==> src/rtl/full_mat_pkg.sv <==
`default_nettype none
// ============================================================================
// Module      : full_mat_pkg
// Description : Shared types and default sizes for full_mat and its loader.
// Revision    : 1.0 - initial release
// ============================================================================
package full_mat_pkg;

    localparam int MAT_N      = 4;
    localparam int MAT_DATA_W = 32;

    typedef enum logic [1:0] {
        EMPTY   = 2'd0,
        FILLING = 2'd1,
        FULL    = 2'd2
    } bank_state_t;

    typedef logic [MAT_N*MAT_N-1:0][MAT_DATA_W-1:0] mat_t;

endpackage
`default_nettype wire

==> src/rtl/full_mat_bank.sv <==
`default_nettype none
// ============================================================================
// Module      : full_mat_bank
// Description : One N*N element register bank, indexed write, flat read.
// Revision    : 1.0 - initial release
// ============================================================================
module full_mat_bank
    import full_mat_pkg::*;
#(
    parameter int N      = MAT_N,
    parameter int DATA_W = MAT_DATA_W,
    parameter int IDX_W  = $clog2(N*N)
) (
    input  logic                     clk,
    input  logic                     reset_n,
    input  logic                     i_we,
    input  logic [IDX_W-1:0]         i_idx,
    input  logic [DATA_W-1:0]        i_data,
    output logic [N*N*DATA_W-1:0]    o_data
);

    logic [N*N-1:0][DATA_W-1:0] r_mem;

    always_ff @(posedge clk or negedge reset_n) begin
        if (!reset_n) begin
            r_mem <= '0;
        end else if (i_we) begin
            r_mem[i_idx] <= i_data;
        end
    end

    assign o_data = r_mem;

endmodule
`default_nettype wire

==> src/rtl/full_mat_loader.sv <==
`default_nettype none
// ============================================================================
// Module      : full_mat_loader
// Description : Ping-pong staging of a row-major element stream into full
//               N*N matrices presented to full_mat over valid/ready.
// Revision    : 1.0 - initial release
// ============================================================================
module full_mat_loader
    import full_mat_pkg::*;
#(
    parameter int N      = MAT_N,
    parameter int DATA_W = MAT_DATA_W
) (
    input  logic                     clk,
    input  logic                     reset_n,
    input  logic                     in_valid,
    input  logic [DATA_W-1:0]        in_data,
    input  logic                     in_last,
    output logic                     in_ready,
    output logic                     mat_valid,
    output logic [N*N*DATA_W-1:0]    mat_data,
    input  logic                     mat_ready,
    output logic                     frame_err,
    output logic [15:0]              frame_cnt
);

    localparam int               IDX_W      = $clog2(N*N);
    localparam logic [IDX_W-1:0] c_last_idx = IDX_W'(N*N-1);

    bank_state_t             r_state     [2];
    bank_state_t             w_state_nxt [2];
    logic                    r_wr_bank;
    logic                    w_wr_bank_nxt;
    logic                    r_rd_bank;
    logic                    w_rd_bank_nxt;
    logic [IDX_W-1:0]        r_idx;
    logic [IDX_W-1:0]        w_idx_nxt;
    logic                    r_frame_err;
    logic                    w_frame_err_nxt;
    logic [15:0]             r_frame_cnt;
    logic [15:0]             w_frame_cnt_nxt;
    logic                    w_accept;
    logic                    w_xfer;
    logic [1:0]              w_we;
    logic [N*N*DATA_W-1:0]   w_rdata [2];

    // Handshake outputs depend only on registered bank state and pointers.
    assign in_ready  = (r_state[r_wr_bank] != FULL);
    assign mat_valid = (r_state[r_rd_bank] == FULL);
    assign mat_data  = w_rdata[r_rd_bank];
    assign frame_err = r_frame_err;
    assign frame_cnt = r_frame_cnt;

    assign w_accept  = in_valid && in_ready;
    assign w_xfer    = mat_valid && mat_ready;

    always_ff @(posedge clk or negedge reset_n) begin
        if (!reset_n) begin
            r_state[0]  <= EMPTY;
            r_state[1]  <= EMPTY;
            r_wr_bank   <= 1'b0;
            r_rd_bank   <= 1'b0;
            r_idx       <= '0;
            r_frame_err <= 1'b0;
            r_frame_cnt <= 16'd0;
        end else begin
            r_state[0]  <= w_state_nxt[0];
            r_state[1]  <= w_state_nxt[1];
            r_wr_bank   <= w_wr_bank_nxt;
            r_rd_bank   <= w_rd_bank_nxt;
            r_idx       <= w_idx_nxt;
            r_frame_err <= w_frame_err_nxt;
            r_frame_cnt <= w_frame_cnt_nxt;
        end
    end

    always_comb begin
        w_state_nxt[0]  = r_state[0];
        w_state_nxt[1]  = r_state[1];
        w_wr_bank_nxt   = r_wr_bank;
        w_rd_bank_nxt   = r_rd_bank;
        w_idx_nxt       = r_idx;
        w_frame_err_nxt = 1'b0;
        w_frame_cnt_nxt = r_frame_cnt;
        w_we            = 2'b00;

        if (w_accept) begin
            w_we[r_wr_bank] = 1'b1;
            if (r_idx == c_last_idx) begin
                // A missing last still completes the matrix, but is flagged.
                w_state_nxt[r_wr_bank] = FULL;
                w_idx_nxt              = '0;
                w_wr_bank_nxt          = ~r_wr_bank;
                w_frame_err_nxt        = ~in_last;
            end else if (in_last) begin
                w_state_nxt[r_wr_bank] = EMPTY;
                w_idx_nxt              = '0;
                w_frame_err_nxt        = 1'b1;
            end else begin
                w_state_nxt[r_wr_bank] = FILLING;
                w_idx_nxt              = r_idx + 1'b1;
            end
        end

        // Accept targets a non-FULL bank and transfer a FULL one, so both
        // can be applied in the same cycle without colliding.
        if (w_xfer) begin
            w_state_nxt[r_rd_bank] = EMPTY;
            w_rd_bank_nxt          = ~r_rd_bank;
            w_frame_cnt_nxt        = r_frame_cnt + 16'd1;
        end
    end

    for (genvar gi = 0; gi < 2; gi++) begin : g_bank
        full_mat_bank #(
            .N      (N),
            .DATA_W (DATA_W)
        ) u_bank (
            .clk     (clk),
            .reset_n (reset_n),
            .i_we    (w_we[gi]),
            .i_idx   (r_idx),
            .i_data  (in_data),
            .o_data  (w_rdata[gi])
        );
    end

endmodule
`default_nettype wire

==> config.mk <==
export PLATFORM = sky130hd
export DESIGN_NAME = full_mat_loader
export DESIGN_NICKNAME = d
export VERILOG_FILES = /design/src/rtl/full_mat_pkg.sv /design/src/rtl/full_mat_bank.sv /design/src/rtl/full_mat_loader.sv
export SDC_FILE = /design/constraint.sdc
export NUM_CORES = 1
export LEC_CHECK = 0
export CORE_MARGIN = 4
export CORE_UTILIZATION = 25
export CTS_CLUSTER_DIAMETER = 120
export CTS_CLUSTER_SIZE = 24
export DETAILED_ROUTE_END_ITERATION = 12
export GPL_TIMING_DRIVEN = 0
export PLACE_DENSITY = 0.45
export SLEW_MARGIN = 20
export SYNTH_ARGS = -nofsm -noshare
export SYNTH_HDL_FRONTEND = slang
export SYNTH_HIERARCHICAL = 1
export SYNTH_SLANG_ARGS = --single-unit
==> constraint.sdc <==
create_clock -name clk -period 4.7 [get_ports clk]
set_input_delay 0.47 -clock clk [delete_from_list [all_inputs] [get_ports clk]]
set_output_delay 0.47 -clock clk [all_outputs]
set_load 0.1 [all_outputs]
==> flow_summary_export.csv, run 1 <==
group,metric,value,unit
yosys,async_reset_ff_frac,1.000,
yosys,synth_edf_count,0,
timing,finalMaxSlewViolations,0,
critical_path,r2r_slack,1.68,ns
yosys,yosysMostFrequentCell,"mux2_2",
clock_network,htree_levels,2,
die,fp.dieH,434.7,um
final_layout,nets,3630,
clock_network,cts-root-buf,"clkbuf_16",
clock_network,clk-insertion-delay-late,0.67,ns
clock_network,cts_tree,"built",
clock_network,cts_buffers,53,
timing,rsz0062_at_grt,"false",
critical_path,worstPathMaxFanout,10,
timing,fin_crit_sh,0.9475,
yosys,synth_top_cells_by_count,"1,518 x mux2_2, 1,051 x dfrtp_1, 137 x buf_2",
drt,vias,26700,
critical_path,critPathRequiredTime,4.23,ns
yosys,synth_xor_area_frac,0.003271,
critical_path,cp-startpoint,"r_rd_bank",
yosys,synth_ff_type,"dfrtp_1",
hold_path,hp-class,"input pin to asynchronous set/reset pin",
flow_run,cap_violations,0,
timing,setup_viol,0,
drt,drc,0,
timing,whs,0.3145,ns
yosys,synth_mux_area_frac,0.3805,
timing,tns,0,ns
critical_path,crit_buf_inv,4,
critical_path,path_delay_family,"buffers and inverters",
final_layout,area_growth,22.74,%
drt,routedWlPerCell,27.78,um
yosys,synth_top_family_by_area,"multiplexers",
yosys,synth_area_per_cell,15.38,um2
placement,numPortBuffers,567,
critical_path,cp_slowest_stage_delay,1.26,ns
die,rows,156,
yosys,synth_compound_area_frac,0.003161,
drt,drtIter0Drc,1162,
clock_network,clk_pin_slew,0.11,ns
die,io_pins,568,
critical_path,critPathMostFrequentCell,"buf_2",
yosys,synth_seq_cells,1051,
die,initial_core_util,0.2516,
placement,dp_hpwl,119600,um
die,die_x,434.7,um
placement,gp_congestion,0.7471,
yosys,synthAdderAreaFrac,0.0005497,
drt,dr.pass1.iters,4,
grt,grt_overflow,0,
critical_path,end_kind,"primary output",
yosys,synth_area_leaders,"dfrtp_1 58%, mux2_2 38%, buf_2 1.5%",
critical_path,criticalPathCategory,"flip-flop to primary output",
drt,totalWireLength,166100,um
yosys,synth_area,45520,um2
grt,grt_pass1_vias,28310,
die,core,180900,um2
grt,grt_pass1_wl,233600,um
yosys,synth.distinct_cells,39,
yosys,yosysTopAreaCellShare,0.5777,
yosys,syn-num-nets,2998,
clock_network,clockBufferDepth,3,
timing,finalHoldViolCount,0,
critical_path,cp.arrival,3.98,ns
grt,grtUsageTotal,0.1718,
yosys,yosys.area_share.simple,0.01127,
critical_path,worstPathCellList,"buf_2, clkbuf_1, buf_2, mux2_2, clkdlybuf4s50_1",
critical_path,reg2reg_from,"r_wr_bank",
grt,antenna_found_initial,10,
timing,slew_headroom,0.2072,
timing,fmax,224.6,MHz
drt,final_antenna_net_count,0,
yosys,yosys_warnings,6,
outcome,status,"finished, final reports clean",
timing,period_needed,4.453,ns
die,die_area,189000,um2
drt,viasPerCell,4.465,
clock_network,clock_sinks,1051,
clock_network,post_cts_buffers,0,
final_layout,final_util,0.3088,
grt,grt_max_degree,141,
critical_path,start_kind,"flip-flop",
yosys,synth_cells,2959,
yosys,ys_seq_area_frac,0.5777,
yosys,yosysTopAreaCell,"dfrtp_1",
final_layout,drive_gt1_frac,0.4945,
timing,skew,0.02745,ns
timing,worst_pin_slew,1.186,ns
critical_path,cp_slowest_cell,"clkdlybuf4s50_1",
## path summary, 6_finish.rpt
path | end | cells past startpoint
worst max-delay path | mat_data[83] | 5
worst min-delay path | g_bank[1].u_bank/o_data[357] | 2
worst max register to register | g_bank[0].u_bank/o_data[247] | 6
worst min register to register | frame_cnt[15] | 1
max in group asynchronous | g_bank[0].u_bank/o_data[56] | 5
min in group clk | r_rd_bank | 3
## timing repair
item                       4_1_cts  5_1_grt
resized for setup               20        0
hold buffers                     1        0
hold endpoints to repair        48        0
setup endpoints to repair       66        0
## per-stage QoR
stage | std cells | area, um2 | worst slack, ns
2_1_floorplan | 2959 | 45520 | 2.222
3_3_place_gp | 5896 | 54160 | -49.06
3_5_place_dp | 5905 | 54330 | 0.6393
4_1_cts | 5976 | 55880 | 0.001313
5_1_grt | 5977 | 55870 | 0.03598
6_report | 5979 | 55880 | 0.2469
## cell type report
type                            instances  area, um2
Fill cell                           18160     125100
Buffer                                230       1046
Clock buffer                           58       1408
Inverter                                8      30.03
Antenna cell                            3      7.507
Multi-Input combinational cell       1670      18190
Sequential cell                      1051      26300
Clock inverter                         12      155.1
Tap cell                             2370       2965
Timing Repair Buffer                  577       5774
## flip-flops by register name (all words and copies together), names as in the netlist
| name | count |
|---|---|
| r_state | 4 |
| r_wr_bank | 1 |
| g_bank.u_bank/o_data | 1024 |
| frame_cnt | 16 |
| r_rd_bank | 1 |
| r_idx | 4 |
| frame_err | 1 |
## worst register-to-register path, delay by kind of cell, from the launching register on
| family | cells | cell delay [ns] |
|---|---|---|
| and+or+nand+nor | 4 | 1.55 |
| muxes | 1 | 0.39 |
| DFF | 1 | 0.46 |
| buffers and inverters | 1 | 0.50 |
## logic make-up (layout without fill, tap and decap cells)
logic type	Yosys count	after routing
other cells	0	3
simple gates	95	95
flops	1051	1051
fa+ha+maj	2	2
compound gates	18	18
mux	1538	1538
xor+xnor	17	17
buf+inv	238	885
## routing by layer
| layer | routed length, um | GRT usage |
|---|---|---|
| met2 | 84710 | 0.3054 |
| met5 | 0 | 0 |
| met3 | 5789 | 0.02392 |
| met1 | 70590 | 0.2172 |
| met4 | 5003 | 0.04789 |
## placed cells by master, fill, tap and decap left out, types with 8 or more instances in the layout
master	netlist	routed
mux2_2	1518	1518
dfrtp_1	1051	1051
clkdlybuf4s50_1	0	519
buf_2	137	165
clkbuf_1	79	77
clkbuf_16	0	55
nor2_1	36	26
mux2_1	20	20
dlygate4sd2_1	0	19
nand2_1	13	13
buf_1	13	13
xor2_1	9	9
buf_16	0	9
inv_1	8	8
xnor2_1	8	8
Power of run 1 is not shown: default switching activity piles up to over one toggle a cycle in this logic, so the estimate is an artifact.
==> run 2: changes to the inputs <==
--- a/config.mk
+++ b/config.mk
@@ -11,7 +11,7 @@
 export CTS_CLUSTER_SIZE = 24
 export DETAILED_ROUTE_END_ITERATION = 12
 export GPL_TIMING_DRIVEN = 0
-export PLACE_DENSITY = 0.45
+export PLACE_DENSITY_LB_ADDON = 0.1
 export SLEW_MARGIN = 20
 export SYNTH_ARGS = -nofsm -noshare
 export SYNTH_HDL_FRONTEND = slang
==> constraint.sdc (replaced) <==
create_clock -name clk -period 4.1 [get_ports clk]
set_input_delay 0.41 -clock clk [delete_from_list [all_inputs] [get_ports clk]]
set_output_delay 0.41 -clock clk [all_outputs]
set_load 0.1 [all_outputs]
==> run 2 against run 1 <==
Against the previous run: clock-buffer cell count decreased by 1; first-iteration DRC count decreased by 28%; cell count increased by 0.13%; register-to-register slack got worse by 0.60 ns; worst setup slack got worse by 0.074 ns; utilization decreased by 0.26 points; global-route usage increased by 0.27 points; via count decreased by 0.56%.
==> flow_summary_export.csv, run 2 (synthesized netlist as in run 1, its figures left out) <==
group,metric,value,unit
placement,dp_hpwl,121000,um
final_layout,largest_reg_flops,1024,
critical_path,cp.arrival,3.52,ns
outcome,status,"finished, final reports clean",
clock_network,clockBufferDepth,3,
die,die_area,189000,um2
final_layout,nets,3629,
clock_network,clk-insertion-delay-late,0.68,ns
grt,grtUsageTotal,0.1744,
timing,layout_setup_ws,0.1727,ns
grt,grt_pass1_vias,28410,
critical_path,criticalPathCategory,"flip-flop to primary output",
critical_path,end_kind,"primary output",
placement,gp_congestion,0.7138,
timing,skew,0.02554,ns
timing,slew_headroom,0.2216,
timing,fmax,254.6,MHz
final_layout,final_cell_mix,"1,518 x mux2_2, 1,051 x dfrtp_1, 358 x dlygate4sd2_1",
final_layout,stdcell_count,5987,
timing,setup_viol,0,
critical_path,r2r_cells,6,
timing,fin_crit_sh,0.9579,
clock_network,cts-root-buf,"clkbuf_16",
grt,grt_max_degree,130,
drt,dr.pass1.iters,6,
critical_path,r2r_slack,1.08,ns
clock_network,clk_pin_slew,0.10,ns
clock_network,htree_levels,2,
timing,whs,0.3058,ns
clock_network,clock_sinks,1051,
placement,place_inst,5905,
drt,final_antenna_net_count,0,
critical_path,r2r-end,"g_bank[0].u_bank/o_data[302]",
drt,routedWlPerCell,28.21,um
final_layout,drive_gt1_frac,0.5173,
final_layout,final_util,0.3062,
flow_run,cap_violations,0,
die,io_pins,568,
timing,finalMaxSlewViolations,0,
drt,drc,0,
drt,viasPerCell,4.434,
drt,totalWireLength,168900,um
drt,drtIter0Drc,838,
die,rows,156,
final_layout,multiInputGateArea,18200,um2
clock_network,cts_tree,"built",
die,die_x,434.7,um
critical_path,worstPathMaxFanout,10,
final_layout,fill_cells,18300,
final_layout,seqCellArea,26300,um2
hold_path,hp-class,"input pin to asynchronous set/reset pin",
grt,grt_pass1_wl,236100,um
placement,place_ws,0.06427,ns
timing,finalHoldViolCount,0,
critical_path,cp-startpoint,"r_rd_bank",
drt,vias,26550,
timing,worst_pin_slew,1.172,ns
critical_path,start_kind,"flip-flop",
clock_network,cts_buffers,52,
final_layout,area_growth,21.70,%
die,core,180900,um2
critical_path,critPathRequiredTime,3.69,ns
grt,antenna_found_initial,12,
die,fp.dieH,434.7,um
critical_path,reg2reg_from,"r_wr_bank",
grt,grt_overflow,0,
die,initial_core_util,0.2516,
placement,numPortBuffers,567,
timing,period_needed,3.927,ns
final_layout,final_common_cell,"mux2_2",
## run 2: cell types whose count changed in the layout (fill, tap and decap cells not counted), sizes merged, moves of 2 or more
cell	delta
buf	+2
clkdlybuf4s15	+53
diode	+11
clkbuf	+26
dlygate4sd2	+339
dlymetal6s2s	+25
clkdlybuf4s50	-446
## run 2: critical path, cell delays in order, from the launching register on
cell and delay (ns):
dfrtp_1 0.37, buf_2 0.33, clkbuf_2 0.41, buf_16 0.20, buf_2 0.37, mux2_2 0.26
dlygate4sd2_1 0.86
## run 2: cell type report
cell class / instances / area share
Timing Repair Buffer: 577 / 0.09626
Multi-Input combinational cell: 1670 / 0.3285
Clock inverter: 10 / 0.001897
Clock buffer: 57 / 0.02475
Antenna cell: 14 / 0.0006324
Tap cell: 2370 / 0.05353
Buffer: 230 / 0.01920
Inverter: 8 / 0.0005420
Sequential cell: 1051 / 0.4747
## run 2: per-layer routing
| layer | GRT usage | vias up | part of all wire |
|---|---|---|---|
| li1 | - | 11750 | - |
| met1 | 0.2218 | 14250 | 0.43 |
| met2 | 0.3095 | 415 | 0.51 |
| met3 | 0.02213 | 131 | 0.028 |
| met4 | 0.05023 | 0 | 0.032 |
| met5 | 0 | - | 0 |
## run 2: worst max path at each step
stage                                         endpoint  slack (ns)  cells after the start
after floorplan                               in_ready        1.68                      2
after global placement    g_bank[0].u_bank/o_data[341]      -51.19                      1
after global routing                     mat_data[412]      -0.004                      5
final                                    mat_data[166]        0.17                      6
after detailed placement                 mat_data[256]        0.06                      5
after CTS                                mat_data[418]    -0.00004                      5
## run 2: repair_timing
item / 4_1_cts / 5_1_grt
gates resized for setup: 544 / 78
pin swaps: 0 / 0
buffers inserted: 0 / 0
setup endpoints to repair: 441 / 52
hold endpoints to repair: 99 / 0
hold buffers: 1 / 0
## run 2: stage by stage
stage | TNS, ns | area (um2)
after global routing | -0.005010 | 55370
final | 0 | 55400
after CTS | -0.00007883 | 55410
after detailed placement | 0 | 54320
after global placement | - | 54160
after floorplan | 0 | 45520
Power of run 2 is left out for the same reason.
